===== src/rtl/dmem_arb_pkg.sv =====
// Shared types and default constants for the data-memory arbiter.
package dmem_arb_pkg;

  localparam int DEF_ADDR_W       = 10;
  localparam int DEF_DATA_W       = 32;
  localparam int DEF_STARVE_LIMIT = 4;

  // Read-return tracking: which requester owns the data arriving next cycle
  typedef enum logic [1:0] {
    ST_IDLE = 2'd0,
    ST_RD_C = 2'd1,
    ST_RD_D = 2'd2
  } rd_state_e;

  // Requester that owns the memory port this cycle
  typedef enum logic [1:0] {
    WIN_NONE = 2'd0,
    WIN_C    = 2'd1,
    WIN_D    = 2'd2
  } winner_e;

endpackage


===== src/rtl/dmem_arbiter_if.sv =====
// Bundle of core, debug and memory-macro signals around the arbiter.
interface dmem_arbiter_if
  import dmem_arb_pkg::*;
#(
  parameter int ADDR_W = DEF_ADDR_W,
  parameter int DATA_W = DEF_DATA_W
) ();

  // core load/store unit
  logic              c_req;
  logic              c_we;
  logic [ADDR_W-1:0] c_addr;
  logic [DATA_W-1:0] c_wdata;
  logic [DATA_W/8-1:0] c_be;
  logic              c_gnt;
  logic              c_rvalid;
  logic [DATA_W-1:0] c_rdata;
  logic              c_kill;

  // debug / memory-dump port
  logic              d_req;
  logic              d_we;
  logic [ADDR_W-1:0] d_addr;
  logic [DATA_W-1:0] d_wdata;
  logic [DATA_W/8-1:0] d_be;
  logic              d_gnt;
  logic              d_rvalid;
  logic [DATA_W-1:0] d_rdata;

  // single-port synchronous memory macro
  logic              m_en;
  logic              m_we;
  logic [ADDR_W-1:0] m_addr;
  logic [DATA_W-1:0] m_wdata;
  logic [DATA_W/8-1:0] m_be;
  logic [DATA_W-1:0] m_rdata;

  // arbiter side
  modport slave (
    input  c_req, c_we, c_addr, c_wdata, c_be, c_kill,
    output c_gnt, c_rvalid, c_rdata,
    input  d_req, d_we, d_addr, d_wdata, d_be,
    output d_gnt, d_rvalid, d_rdata,
    output m_en, m_we, m_addr, m_wdata, m_be,
    input  m_rdata
  );

  // requesters and memory side
  modport master (
    output c_req, c_we, c_addr, c_wdata, c_be, c_kill,
    input  c_gnt, c_rvalid, c_rdata,
    output d_req, d_we, d_addr, d_wdata, d_be,
    input  d_gnt, d_rvalid, d_rdata,
    input  m_en, m_we, m_addr, m_wdata, m_be,
    output m_rdata
  );

endinterface


===== src/rtl/dmem_arbiter.sv =====
// Core/debug arbiter for the single-port data memory. Core has priority,
// a starvation counter forces a debug grant, read data returns one cycle
// after accept and a core read can be cancelled by a flush (c_kill).
module dmem_arbiter
  import dmem_arb_pkg::*;
#(
  parameter int STARVE_LIMIT = DEF_STARVE_LIMIT
) (
  input  logic          clk,
  input  logic          rst_n,
  dmem_arbiter_if.slave bus
);

  localparam int CNT_W = $clog2(STARVE_LIMIT + 1);
  localparam logic [CNT_W-1:0] CNT_LIMIT = CNT_W'(STARVE_LIMIT);

  localparam logic [1:0] S_IDLE = ST_IDLE;
  localparam logic [1:0] S_RD_C = ST_RD_C;
  localparam logic [1:0] S_RD_D = ST_RD_D;

  logic [CNT_W-1:0] starve_cnt;
  logic             force_d;
  winner_e          winner;
  logic [1:0]       state;
  logic [1:0]       state_nxt;

  assign force_d = (starve_cnt == CNT_LIMIT);

  // Pick the requester for this cycle; nothing is granted while in reset
  always_comb begin
    winner = WIN_NONE;
    if (rst_n) begin
      if (bus.d_req && force_d) winner = WIN_D;
      else if (bus.c_req)       winner = WIN_C;
      else if (bus.d_req)       winner = WIN_D;
    end
  end

  assign bus.c_gnt = (winner == WIN_C);
  assign bus.d_gnt = (winner == WIN_D);

  // Steer the winner's access onto the memory port; idle port drives zeros
  always_comb begin
    bus.m_en    = 1'b0;
    bus.m_we    = 1'b0;
    bus.m_addr  = '0;
    bus.m_wdata = '0;
    bus.m_be    = '0;
    case (winner)
      WIN_C: begin
        bus.m_en    = 1'b1;
        bus.m_we    = bus.c_we;
        bus.m_addr  = bus.c_addr;
        bus.m_wdata = bus.c_wdata;
        bus.m_be    = bus.c_we ? bus.c_be : '0;
      end
      WIN_D: begin
        bus.m_en    = 1'b1;
        bus.m_we    = bus.d_we;
        bus.m_addr  = bus.d_addr;
        bus.m_wdata = bus.d_wdata;
        bus.m_be    = bus.d_we ? bus.d_be : '0;
      end
      default: ;
    endcase
  end

  // Count consecutive cycles the debug port waits; saturates at the limit
  always_ff @(posedge clk or negedge rst_n) begin
    if (!rst_n) begin
      starve_cnt <= '0;
    end else if (!bus.d_req || bus.d_gnt) begin
      starve_cnt <= '0;
    end else if (!force_d) begin
      starve_cnt <= starve_cnt + 1'b1;
    end
  end

  // Remember which requester's read data arrives next cycle
  always_comb begin
    state_nxt = S_IDLE;
    if (winner == WIN_C && !bus.c_we)      state_nxt = S_RD_C;
    else if (winner == WIN_D && !bus.d_we) state_nxt = S_RD_D;
  end

  // Read-return state register
  always_ff @(posedge clk or negedge rst_n) begin
    if (!rst_n) state <= S_IDLE;
    else        state <= state_nxt;
  end

  // A flush in the return cycle cancels the core read now coming back
  assign bus.c_rvalid = (state == S_RD_C) && !bus.c_kill;
  assign bus.d_rvalid = (state == S_RD_D);
  assign bus.c_rdata  = bus.c_rvalid ? bus.m_rdata : '0;
  assign bus.d_rdata  = bus.d_rvalid ? bus.m_rdata : '0;

endmodule

===== src/flat_wrapper.sv =====
// flat-port wrapper written by rule: the top's interface ports become plain ports
module dmem_arbiter_flat import dmem_arb_pkg::*;
#(
  parameter int STARVE_LIMIT = DEF_STARVE_LIMIT
)
  (clk, rst_n, bus_c_req, bus_c_we, bus_c_addr, bus_c_wdata, bus_c_be, bus_c_kill, bus_c_gnt, bus_c_rvalid, bus_c_rdata, bus_d_req, bus_d_we, bus_d_addr, bus_d_wdata, bus_d_be, bus_d_gnt, bus_d_rvalid, bus_d_rdata, bus_m_en, bus_m_we, bus_m_addr, bus_m_wdata, bus_m_be, bus_m_rdata);
  dmem_arbiter_if bus_i ();
  input  logic clk;
  input  logic rst_n;
  input wire logic [$bits(bus_i.c_req)-1:0] bus_c_req;
  input wire logic [$bits(bus_i.c_we)-1:0] bus_c_we;
  input wire logic [$bits(bus_i.c_addr)-1:0] bus_c_addr;
  input wire logic [$bits(bus_i.c_wdata)-1:0] bus_c_wdata;
  input wire logic [$bits(bus_i.c_be)-1:0] bus_c_be;
  input wire logic [$bits(bus_i.c_kill)-1:0] bus_c_kill;
  output wire logic [$bits(bus_i.c_gnt)-1:0] bus_c_gnt;
  output wire logic [$bits(bus_i.c_rvalid)-1:0] bus_c_rvalid;
  output wire logic [$bits(bus_i.c_rdata)-1:0] bus_c_rdata;
  input wire logic [$bits(bus_i.d_req)-1:0] bus_d_req;
  input wire logic [$bits(bus_i.d_we)-1:0] bus_d_we;
  input wire logic [$bits(bus_i.d_addr)-1:0] bus_d_addr;
  input wire logic [$bits(bus_i.d_wdata)-1:0] bus_d_wdata;
  input wire logic [$bits(bus_i.d_be)-1:0] bus_d_be;
  output wire logic [$bits(bus_i.d_gnt)-1:0] bus_d_gnt;
  output wire logic [$bits(bus_i.d_rvalid)-1:0] bus_d_rvalid;
  output wire logic [$bits(bus_i.d_rdata)-1:0] bus_d_rdata;
  output wire logic [$bits(bus_i.m_en)-1:0] bus_m_en;
  output wire logic [$bits(bus_i.m_we)-1:0] bus_m_we;
  output wire logic [$bits(bus_i.m_addr)-1:0] bus_m_addr;
  output wire logic [$bits(bus_i.m_wdata)-1:0] bus_m_wdata;
  output wire logic [$bits(bus_i.m_be)-1:0] bus_m_be;
  input wire logic [$bits(bus_i.m_rdata)-1:0] bus_m_rdata;
  assign bus_i.c_req = bus_c_req;
  assign bus_i.c_we = bus_c_we;
  assign bus_i.c_addr = bus_c_addr;
  assign bus_i.c_wdata = bus_c_wdata;
  assign bus_i.c_be = bus_c_be;
  assign bus_i.c_kill = bus_c_kill;
  assign bus_c_gnt = bus_i.c_gnt;
  assign bus_c_rvalid = bus_i.c_rvalid;
  assign bus_c_rdata = bus_i.c_rdata;
  assign bus_i.d_req = bus_d_req;
  assign bus_i.d_we = bus_d_we;
  assign bus_i.d_addr = bus_d_addr;
  assign bus_i.d_wdata = bus_d_wdata;
  assign bus_i.d_be = bus_d_be;
  assign bus_d_gnt = bus_i.d_gnt;
  assign bus_d_rvalid = bus_i.d_rvalid;
  assign bus_d_rdata = bus_i.d_rdata;
  assign bus_m_en = bus_i.m_en;
  assign bus_m_we = bus_i.m_we;
  assign bus_m_addr = bus_i.m_addr;
  assign bus_m_wdata = bus_i.m_wdata;
  assign bus_m_be = bus_i.m_be;
  assign bus_i.m_rdata = bus_m_rdata;
  dmem_arbiter #(.STARVE_LIMIT(STARVE_LIMIT)) u_core (.clk(clk), .rst_n(rst_n), .bus(bus_i));
endmodule

===== config.mk =====
export PLATFORM = sky130hd
export DESIGN_NAME = dmem_arbiter_flat
export DESIGN_NICKNAME = d
export VERILOG_FILES = /design/src/rtl/dmem_arb_pkg.sv /design/src/rtl/dmem_arbiter_if.sv /design/src/rtl/dmem_arbiter.sv /design/src/flat_wrapper.sv
export SDC_FILE = /design/constraint.sdc
export NUM_CORES = 1
export LEC_CHECK = 0
export ABC_AREA = 1
export BUFFER_PORTS_ARGS = -buffer_cell sky130_fd_sc_hd__buf_4
export CAP_MARGIN = 20
export CORE_AREA = 2 2 95 97
export CTS_CLUSTER_DIAMETER = 200
export DETAILED_ROUTE_END_ITERATION = 6
export DIE_AREA = 0 0 97 99
export GPL_ROUTABILITY_DRIVEN = 0
export PLACE_DENSITY = 0.59
export RECOVER_POWER = 100
export SYNTH_ARGS = -nofsm -noshare
export SYNTH_HDL_FRONTEND = slang
export SYNTH_SLANG_ARGS = --single-unit

===== constraint.sdc =====
create_clock -name clk -period 2.7 [get_ports clk]
set_clock_uncertainty 0.15 [all_clocks]
set_input_delay 0.135 -clock clk [delete_from_list [all_inputs] [get_ports clk]]
set_output_delay 0.135 -clock clk [all_outputs]
set_load 0.02 [all_outputs]

Yosys cells after proc, flatten, opt, wreduce, memory -nomap -nowiden
Cells that the tools add are included.
W data, S select, Z words.
{"block": "word_totals", "mem_count": 0, "ram_bits": 0, "input_bits": 131, "reg_bits": 5, "latch_bits": 0, "rom_bits": 0}
{"block": "op_classes", "reduce_logical": 10, "div": 0, "bitwise": 0, "n_eq_ne": 6, "n_shift": 0, "n_mul": 0, "order_cmp": 0, "mux": 17, "addsub": 1}
{"operator": "$mux W32", "n": 2}
{"operator": "$pmux W32 S2", "n": 1}
{"operator": "$pmux W10 S2", "n": 1}
{"operator": "$mux W2", "n": 6}
{"operator": "$mux W4", "n": 2}
{"operator": "$pmux W4 S2", "n": 1}
{"operator": "$mux W3", "n": 2}
{"operator": "$eq A2 B1 Y1 const B", "n": 2}
{"operator": "$eq A2 B2 Y1 const B", "n": 2}
{"operator": "$logic_and A1 B1 Y1", "n": 4}
{"operator": "$logic_not A1 Y1", "n": 4}
{"operator": "$add A3 B1 Y3 const B", "n": 1}
{"operator": "$eq A3 B3 Y1 const B", "n": 1}
{"operator": "$ne A2 B2 Y1 const B", "n": 1}
{"operator": "$pmux W1 S2", "n": 1}
{"operator": "$reduce_or A2 Y1", "n": 1}
{"operator": "$logic_or A1 B1 Y1", "n": 1}
{"operator": "$mux W1", "n": 1}

Longest topological paths before layout
{"block": "logic_depth", "word_depth": 8, "mapped_depth": 12, "depth_no_buf": 11}

Worst setup path before layout
No wires, ideal clock.
{"block": "synth_path", "kind": "register -> output", "from": "reg u_core.starve_cnt[0]", "to": "out bus_m_addr[0]", "n_path_buf": 2, "arrival_time_ns": 1.942, "stages_incl_launch_ff": 12, "setup_slack_ns": 0.473, "cell_sequence": "dfrtp_1 inv_1 ha_1 nand2_1 inv_1 nand2_1 nand2_1 ha_1 buf_4 buf_2 nand2_1 a21oi_1"}
{"block": "synth_via", "elab_chain_cells": 6}
{"element": "start, declared", "line_no": "dmem_arbiter.sv:21", "source": "logic [CNT_W-1:0] starve_cnt;"}
{"element": "start signal, assigned", "line_no": "dmem_arbiter.sv:75", "source": "starve_cnt <= starve_cnt + 1'b1;"}
{"element": "$eq A3 B3 Y1", "line_no": "dmem_arbiter.sv:27", "source": "assign force_d = (starve_cnt == CNT_LIMIT);"}
{"element": "$logic_and A1 B1 Y1", "line_no": "dmem_arbiter.sv:33", "source": "if (bus.d_req && force_d) winner = WIN_D;"}
{"element": "$mux W2", "line_no": "dmem_arbiter.sv:33"}
{"element": "$mux W2", "line_no": "dmem_arbiter.sv:32", "source": "if (rst_n) begin"}
{"element": "$eq A2 B2 Y1"}
{"element": "net bus_d_gnt", "line_no": "flat_wrapper.sv:24", "source": "output wire logic [$bits(bus_i.d_gnt)-1:0] bus_d_gnt;"}
{"element": "$pmux W10 S2", "line_no": "dmem_arbiter.sv:49", "source": "case (winner)"}
{"element": "end, declared", "line_no": "flat_wrapper.sv:29", "source": "output wire logic [$bits(bus_i.m_addr)-1:0] bus_m_addr;"}
The timed path passes the listed nets, and every way through them passes these cells.

Final worst setup path
{"block": "layout_path", "from": "reg u_core.starve_cnt[0]", "to": "out bus_m_wdata[7]"}
{"block": "layout_via", "elab_chain_cells": 6}
{"element": "$eq A3 B3 Y1 (*)", "line_no": "dmem_arbiter.sv:27"}
{"element": "$logic_and A1 B1 Y1 (*)", "line_no": "dmem_arbiter.sv:33"}
{"element": "$mux W2 (*)", "line_no": "dmem_arbiter.sv:33"}
{"element": "$mux W2 (*)", "line_no": "dmem_arbiter.sv:32"}
{"element": "$eq A2 B2 Y1 or $eq A2 B1 Y1 (tied branches)", "line_no": "dmem_arbiter.sv:49"}
{"element": "$pmux W32 S2 (*)", "line_no": "dmem_arbiter.sv:49"}
{"element": "end, declared", "line_no": "flat_wrapper.sv:30", "source": "output wire logic [$bits(bus_i.m_wdata)-1:0] bus_m_wdata;"}
Every way passes the cells marked *; elsewhere a longest branch is shown, timed or not.

==> out/results.tsv <==
metric	value	unit
synth top area cells	nand2_1 25%, nor2_1 17%, a21oi_1 16%	
die area	0.009603	mm²
vias in the first global route	2640	
Peak Freq	398.5	MHz
Root Buffer Master	clkbuf_8	
Post-synth EDFFs	0	
Mapped Nets	445	
P&R area growth vs syn	108.5	%
crit path time final	2.509	ns
synth cell count leaders	98 x nand2_1, 68 x nor2_1, 48 x a21oi_1	
Max Root-Sink Buffers	2	
total negative setup slack	0	ns
M1 GR Usage	16.95	%
I/O pin cnt	247	
first-pass GRT wire length	12930	µm
WS Path Type	flip-flop to output pin	
Nets	683	
internal power	0.0003823	W
layout cells sized above 1	32.84	%
maxcap violations	0	
Period Utilization, post-route	92.94	%
CORE AREA	0.008551	mm²
top cell type by total area after synthesis	nand2_1	
unique cell type count in the Yosys netlist	14	
starting DRC count in detailed routing	87	
CP Cell Sequence	inv_1, ha_1, nand2_1, inv_1, nand2_1, nand2_1, ha_1, buf_4, a21oi_1, clkbuf_1	
worst min-delay path category	input pin to asynchronous set/reset pin	
met2 Use GR	33.55	%
startpoint types	flip-flop	
Rel. slew slack	31.68	%
routed vias	2713	
die height	99	µm
post-synthesis sequential area ratio	8.518	%
DRT antenna net count	0	
largest net degree at the start of global routing	42	
P_leak	1.633	nW
clock sinks	5	
Comb power frac	64.3	%
Synth warnings	0	
antenna violations before repair	0	
Detailed Place HPWL	7274	µm
endpoints failing hold	0	
Worst setup startpoint	u_core.starve_cnt[0]	
Final setup viols	0	
status	completed	
DRC	0	
CTS buffer count	3	
clock share of power	21.7	%
sequential power share	13.9	%
FFs w/ async S/R, synth	100.0	%
CP arrival	2.22	ns
syn_area_per_cell	4.769	µm²
RSZ-0062 raised after global routing	no	
Crit Path Max Fanout	33	
1st-pass router iterations	4	
reg-to-reg startpoint	u_core.starve_cnt[0]	
delay of the slowest critical-path stage	0.36	ns
die width	97	µm
GR Util met3	3.191	%
worst vdd ir	0.00009927	V
Crit path top cell by count	nand2_1	
most frequent cell after synthesis	nand2_1	
CP bufs+invs	4	
hold_ws	0.1054	ns
Via density	4.155	
Post-CTS Repair Setup Buffers	0	
PwrDens	214.5	mW/mm²
H-tree depth	1	
slowest CP cell	dfrtp_1	
#FFs+latches synth	5	
cells after synthesis	308	
Switching Share	41.82	%
IO buf count	246	
Initial Util	17.18	%
Skew-Pair Late Insertion Delay	0.23	ns
CP delay by family, top	buffers and inverters	
total grt overflow	0	
Slew @ Worst Pin	1.022	ns
Cell Area, Synth	0.001469	mm²
CTS clk-pin slew, worst paths	0.04	ns
ys flop type	dfrtp_1	
WP data required	2.41	ns
fin. max-slew vios	0	
CTS tree	built	
Rows	34	
FILL cells	1047	
CP endpoint kind	output pin	
Routed WL	8616	µm
top cell type's share of synthesized area	25.04	%
Diodes inserted	0	
GR peak layer	met2	
Switch Pwr	0.0002748	W
GRT Util Overall	16.40	%
DR WL/cell	13.19	µm
[flip-flops by register name (all words and copies together) (netlist names)]
name,flops
u_core.state,2
u_core.starve_cnt,3
[what timing repair did]
action	4_1_cts	5_1_grt
endpoints found under the setup margin	0	2
endpoints found under the hold margin	7	0
resized for setup	0	3
hold buffers	3	0
[placed cells by master, fill, tap and decap left out]
master and instances:
a21oi_1 47, buf_12 1, inv_1 47, clkbuf_1 79
buf_6 1, nor2_1 68, ha_2 2, clkbuf_2 30
nand2_1 99, buf_2 1, dfrtp_1 5, dlygate4sd3_1 3
buf_4 140, nand3_1 13, clkbuf_8 3, o21ai_0 1
ha_1 4, a21oi_2 1
[through the flow]
stage | instances | worst slack [ns] | total power [W] | util (%) | instance area (µm²)
finish | 653 | 0.1906 | 0.0006570 | 35.82 | 3063
global route | 653 | 0.01909 | 0.0007100 | 35.82 | 3063
CTS | 653 | 0.1177 | 0.0006925 | 40.06 | 3426
detailed placement | 646 | 0.3713 | 0.0005409 | 39.19 | 3351
global placement | 646 | 0.4457 | 0.0005377 | 39.19 | 3351
floorplan | 308 | 0.4730 | 0.0002951 | - | 1469
[power groups by stage]
stage	clock, W	combinational [W]	sequential, W
6_report	0.000143	0.000423	0.0000915
4_1_cts	0.000148	0.000453	0.0000915
3_3_place_gp	0	0.000446	0.0000914
2_1_floorplan	0	0.000205	0.0000905
3_5_place_dp	0	0.000448	0.0000925
5_1_grt	0.000151	0.000466	0.0000926
[cell type report]
class | instances | area (µm²) | area share, %
Sequential cell | 5 | 125.1 | 4.085
Tap cell | 108 | 135.1 | 4.412
Timing Repair Buffer | 254 | 1560 | 50.94
Inverter | 47 | 176.4 | 5.760
Multi-Input combinational cell | 235 | 1021 | 33.33
Clock buffer | 4 | 45.04 | 1.471
[final timing paths]
path | to | slack, ns | cells after the start
max | bus_m_wdata[7] | 0.19 | 10
min | u_core.starve_cnt[2] | 0.11 | 2
max reg2reg | u_core.starve_cnt[1] | 0.67 | 10
min reg2reg | u_core.starve_cnt[0] | 0.39 | 2
max in group asynchronous | u_core.starve_cnt[0] | 2.17 | 2
min in group clk | u_core.starve_cnt[2] | 0.19 | 5
[per-layer routing]
metal  vias up  share of wire (%)
li1       1396                  -
met1      1149                 36
met2       160                 54
met3         8                9.0
met4         0                1.2
met5         -                  0
[cells by family (layout without fill, tap and decap cells)]
family | after synthesis | count (layout) | share of synthesized area, %
AO/OA/AOI/OAI | 49 | 49 | 16.69
adder cells (fa/ha/maj) | 6 | 6 | 5.111
buffers and inverters | 68 | 305 | 22.40
flip-flops | 5 | 5 | 8.518
AND/OR/NAND/NOR | 180 | 180 | 47.27
(Power assumes the default switching activity.)
